**src/rtl/regfile_wb_arbiter.sv**
```systemverilog
// Write-port arbiter for the register file: pipeline writeback always wins, the aux
// unit takes idle cycles, with a busy scoreboard, starvation stall and sticky error flag.
module regfile_wb_arbiter #(
   parameter int STARVE_LIMIT = 4,
   parameter int XLEN         = 32
) (
   input  logic            clk,
   input  logic            rst_n,
   input  logic            pipe_wr_i,
   input  logic [4:0]      pipe_addr_i,
   input  logic [XLEN-1:0] pipe_data_i,
   input  logic            aux_valid_i,
   output logic            aux_ready_o,
   input  logic [4:0]      aux_addr_i,
   input  logic [XLEN-1:0] aux_data_i,
   input  logic            aux_issue_i,
   input  logic [4:0]      aux_issue_rd_i,
   input  logic [4:0]      rs1_i,
   input  logic [4:0]      rs2_i,
   input  logic [4:0]      rd_i,
   output logic            hazard_o,
   output logic            stall_o,
   output logic            rf_write_o,
   output logic [4:0]      rf_wrAddr_o,
   output logic [XLEN-1:0] rf_wrData_o,
   output logic [31:0]     busy_o,
   output logic            err_o
);

   localparam int CNT_W = $clog2(STARVE_LIMIT + 1);
   localparam logic [CNT_W-1:0] CNT_TRIG = CNT_W'(STARVE_LIMIT - 1);
   localparam logic [CNT_W-1:0] CNT_MAX  = CNT_W'(STARVE_LIMIT);

   logic [31:0]      busy_q, busy_d;
   logic [CNT_W-1:0] cnt_q, cnt_d;
   logic             stall_q, stall_d;
   logic             err_q, err_d;

   logic pipe_act;
   logic aux_hs;
   logic aux_blocked;
   logic sb_set;
   logic sb_clr;
   logic same_reg;

   // Grant: the pipeline is never delayed; aux only sees the port on pipe-idle cycles.
   assign pipe_act    = pipe_wr_i & (pipe_addr_i != 5'd0);
   assign aux_ready_o = rst_n & ~pipe_act;
   assign aux_hs      = aux_valid_i & aux_ready_o;
   assign aux_blocked = aux_valid_i & ~aux_ready_o;

   assign rf_write_o  = rst_n & (pipe_act | (aux_hs & (aux_addr_i != 5'd0)));
   assign rf_wrAddr_o = pipe_act ? pipe_addr_i : aux_addr_i;
   assign rf_wrData_o = pipe_act ? pipe_data_i : aux_data_i;

   assign sb_set   = aux_issue_i & (aux_issue_rd_i != 5'd0);
   assign sb_clr   = aux_hs & (aux_addr_i != 5'd0);
   assign same_reg = sb_clr & (aux_addr_i == aux_issue_rd_i);

   assign hazard_o = busy_q[rs1_i] | busy_q[rs2_i] | busy_q[rd_i];
   assign busy_o   = busy_q;
   assign stall_o  = stall_q;
   assign err_o    = err_q;

   always_comb begin
      busy_d = busy_q;
      if (sb_clr) begin
         busy_d[aux_addr_i] = 1'b0;
      end
      // Set after clear so a same-edge reissue keeps the register busy.
      if (sb_set) begin
         busy_d[aux_issue_rd_i] = 1'b1;
      end
      busy_d[0] = 1'b0;
   end

   always_comb begin
      cnt_d   = cnt_q;
      stall_d = stall_q;
      if (!aux_valid_i || aux_hs) begin
         cnt_d = '0;
      end else if (cnt_q != CNT_MAX) begin
         cnt_d = cnt_q + 1'b1;
      end
      if (aux_hs) begin
         stall_d = 1'b0;
      end else if (aux_blocked && (cnt_q >= CNT_TRIG)) begin
         stall_d = 1'b1;
      end
   end

   always_comb begin
      err_d = err_q;
      if (sb_set && busy_q[aux_issue_rd_i] && !same_reg) begin
         err_d = 1'b1;
      end
      if (sb_clr && !busy_q[aux_addr_i]) begin
         err_d = 1'b1;
      end
      if (pipe_act && stall_q) begin
         err_d = 1'b1;
      end
   end

   always_ff @(posedge clk or negedge rst_n) begin
      if (!rst_n) begin
         busy_q  <= '0;
         cnt_q   <= '0;
         stall_q <= 1'b0;
         err_q   <= 1'b0;
      end else begin
         busy_q  <= busy_d;
         cnt_q   <= cnt_d;
         stall_q <= stall_d;
         err_q   <= err_d;
      end
   end

endmodule

```
**config.mk**
```make
export PLATFORM = sky130hd
export DESIGN_NAME = regfile_wb_arbiter
export DESIGN_NICKNAME = d
export VERILOG_FILES = /design/src/rtl/regfile_wb_arbiter.sv
export SDC_FILE = /design/constraint.sdc
export NUM_CORES = 1
export LEC_CHECK = 0
export ABC_AREA = 1
export CORE_UTILIZATION = 30
export CTS_BUF_LIST = sky130_fd_sc_hd__clkbuf_2 sky130_fd_sc_hd__clkbuf_4 sky130_fd_sc_hd__clkbuf_8
export DETAILED_ROUTE_END_ITERATION = 6
export SYNTH_ARGS = -nofsm -noshare
export SYNTH_HDL_FRONTEND = slang
export SYNTH_SLANG_ARGS = --single-unit
```
**constraint.sdc**
```tcl
create_clock -name clk -period 1.6 [get_ports clk]
set_input_delay 0.24 -clock clk [delete_from_list [all_inputs] [get_ports clk]]
set_output_delay 0.24 -clock clk [all_outputs]
set_load 0.05 [all_outputs]
```
==> summary.txt <==
Layout
  • Register area: 936 sq um
  • Share of layout cells above drive strength 1: 0.307
  • Commonest non-fill, non-tap cell in the layout: nand2_1
  • Syn-to-layout area delta: 101%
  • Non-filler cells, final: ~1.2k
  • Nets: ~1.1k
  • Layout Utilization: 0.618
  • Footprint of the multi-input gates: 2810 sq um
  • Most frequent cells in the layout: nand2_1, buf_4, nand3_1
  • Antenna diode count: 0
  • Fill count: 1191

Global routing
  • Vias in the first global route: 5496
  • Global-route met1 utilization: 0.386
  • GR peak layer: met2
  • Met2 Resource Use GR: 0.447
  • Total global routing track utilization: 0.278
  • Met3 Track Usage GR: 0.0246
  • Initial antenna violation count: 0
  • Largest net degree at the start of global routing: 37
  • Grt total ovfl: 0
  • First-pass GRT wire length: 28800 microns

Detailed routing
  • Post-DRT Antenna Nets: 0
  • Drt first pass iters: 5
  • # DRC: 0
  • Routed vias: 5850
  • Detailed-route vias per instance: just under 5
  • Iter 0 DRT Violations: 530
  • Final wirelength: 18700 microns
  • DR WL/cell: 15.5 microns

Setup path
  • Kind of critical path: reg -> out
  • Worst setup EP type: output pin
  • Critical Path Start Type: register
  • FF-to-FF Start: busy_o[31]
  • FF-to-FF setup slack: approximately 0.070 ns
  • CP Data Required Time: 1.36 ns
  • Worst path arrival time: 1.57 ns
  • R2R Path End: err_o
  • R2R cell count: 12
  • Maximum fanout along the worst path: 5

Timing
  • Minimum clock period: 1.81 ns
  • Pins Over Slew Limit: 0
  • Clock Skews: 0.00281 ns
  • Endpoints failing hold: 0
  • RSZ-0062 raised after global routing: yes
  • Final setup vio count: 1
  • Fmax: 553 MHz
  • Final worst slack: -0.208 ns
  • Ratio of final minimum period to clock period: 1.13

Floorplan
  • Core Rows: 41
  • Number of I/O pins: 173
  • Core Box Area: between 10000 and 15000 sq um
  • Initial Util: 0.307
  • DIE AREA: 13400 sq um
  • Die width: between 100 and 150 microns
  • Die H: 116 microns

Synthesis
  • Cell area after synthesis: 3880 sq um
  • Ys Warns: 0
  • Syn_nets: 846
  • #FFs+latches synth: 36
  • Post-synth top area share: 0.402
  • Syn Inst Count: approximately 740
  • Top FF cell, synth: dfrtp_1
  • Post-synthesis sequential area ratio: 0.232
  • EDFF count, synth: 0
  • Async SR Flop Fraction: 1.00
  • Synth area leader: nand2_1
  • Post-synth cell types: 26
  • Avg Cell Area, Syn: 5.21 sq um
  • Area contributors post-synth: nand2_1, dfrtp_1, nand3_1

Place
  • IO Port Bufs: 171
  • Routability congestion estimate: 0.888
  • Placed Cells incl. Taps: 1163
  • DP Worst Slack: -0.437 ns
  • Hpwl dp: 14000 microns

CTS
  • CTS Buffer Depth: 2
  • H-Tree Depth: 2
  • Sinks on Clock Net: 36
  • Hold buffers post-CTS: 0
  • CTS tree: yes
  • Clock-pin slew on the worst setup and hold paths: 0.08 ns
  • Clk root buf: clkbuf_8
  • Num CTS Buffers: 5
  • Clock latency on the worst-skew pair: ~0.3 ns

Hold path
  • Worst min path class: in -> async

Job
  • Max cap viols: 0

Status
  • Failing checks: negative setup slack
  • Status: finished with violations

Power and ir drop
  • Lkg Pwr: about 4 nW
  • Power Density: 866 nW/um^2
  • VDD IR-drop max: approximately 0.57 mV
[cells by family after synthesis]
logic type,synth area share
and+or+nand+nor,0.567
DFF,0.232
buffers and inverters,0.0946
adders and majority gates,0.00968
other,0.000967
AOI/OAI and AO/OA,0.0842
xor gates and xnor gates,0.0113
[stage by stage]
| stage | total power, mW | TNS (ns) | cell area, sq um | hold WS (ns) |
|---|---|---|---|---|
| floorplan | 3.36 | -1.15 | 3910 | -0.0556 |
| global placement | 5.55 | -20.96 | 7080 | 0.484 |
| detailed placement | 5.56 | -23.40 | 7080 | 0.494 |
| CTS | 6.65 | -0.195 | 7630 | 0.170 |
| global route | 7.09 | -0.695 | 7800 | 0.179 |
| finish | 6.75 | -0.208 | 7800 | 0.139 |
[metal layers]
layer / share of wire / wire, microns / vias up
li1: - / - / 2906
met1: 0.43 / 8050 / 2671
met2: 0.48 / 9020 / 228
met3: 0.061 / 1140 / 45
met4: 0.027 / 514 / 0
met5: 0 / 0 / -
[synthesized netlist by cell type (3+ instances only)]
cell type,count
clkbuf_1,14
dfrtp_1,36
nor2_1,21
inv_1,59
a21oi_1,5
nor3_1,17
clkinv_1,3
nand3_1,84
xor2_1,3
nand2_1,415
ha_1,3
buf_2,11
o21ai_0,56
[flip-flops by register name, indices dropped and copies added (netlist names)]
register  cells
busy_o       31
err_o         1
cnt_q         3
stall_o       1
[where the power goes]
group	internal [mW]	total, mW	switching, mW
clock	0.461	0.812	0.351
sequential	1.15	1.53	0.387
combinational	1.97	4.41	2.44
[area by class of cell]
class | count | share of cell area
timing repair buffer | 308 | 0.444
multi-input combinational | 616 | 0.361
sequential | 36 | 0.120
inverter | 63 | 0.0321
tap | 172 | 0.0276
clock buffer | 5 | 0.00882
clock inverter | 3 | 0.00545
timing repair inverter | 2 | 0.00160
[worst max-delay path, stage by stage (launching register included)]
cell	delay, ns
dfrtp_2	0.48
nand2_1	0.08
nand3_1	0.07
nand3_1	0.08
nand2_1	0.06
nand2_1	0.06
nand3_1	0.08
nand2_2	0.09
nand3_2	0.10
buf_12	0.16
[timing repair]
| item | in CTS | in global routing |
|---|---|---|
| setup buffers | 25 | 6 |
| pin swaps | 20 | 9 |
| gates resized for setup | 100 | 50 |
| cloned | 5 | 1 |
| endpoints found under the setup margin | 66 | 62 |
[worst max-delay path by stage]
stage,from,end,slack (ns),depth (start not counted)
floorplan,aux_addr_i[4],rf_write_o,-0.23,5
global placement,rd_i[0],hazard_o,-0.42,9
detailed placement,rd_i[0],hazard_o,-0.44,9
CTS,busy_o[25],hazard_o,-0.19,9
global route,busy_o[20],hazard_o,-0.30,9
finish,busy_o[25],hazard_o,-0.21,9
Power figures use the tool's default switching activity.
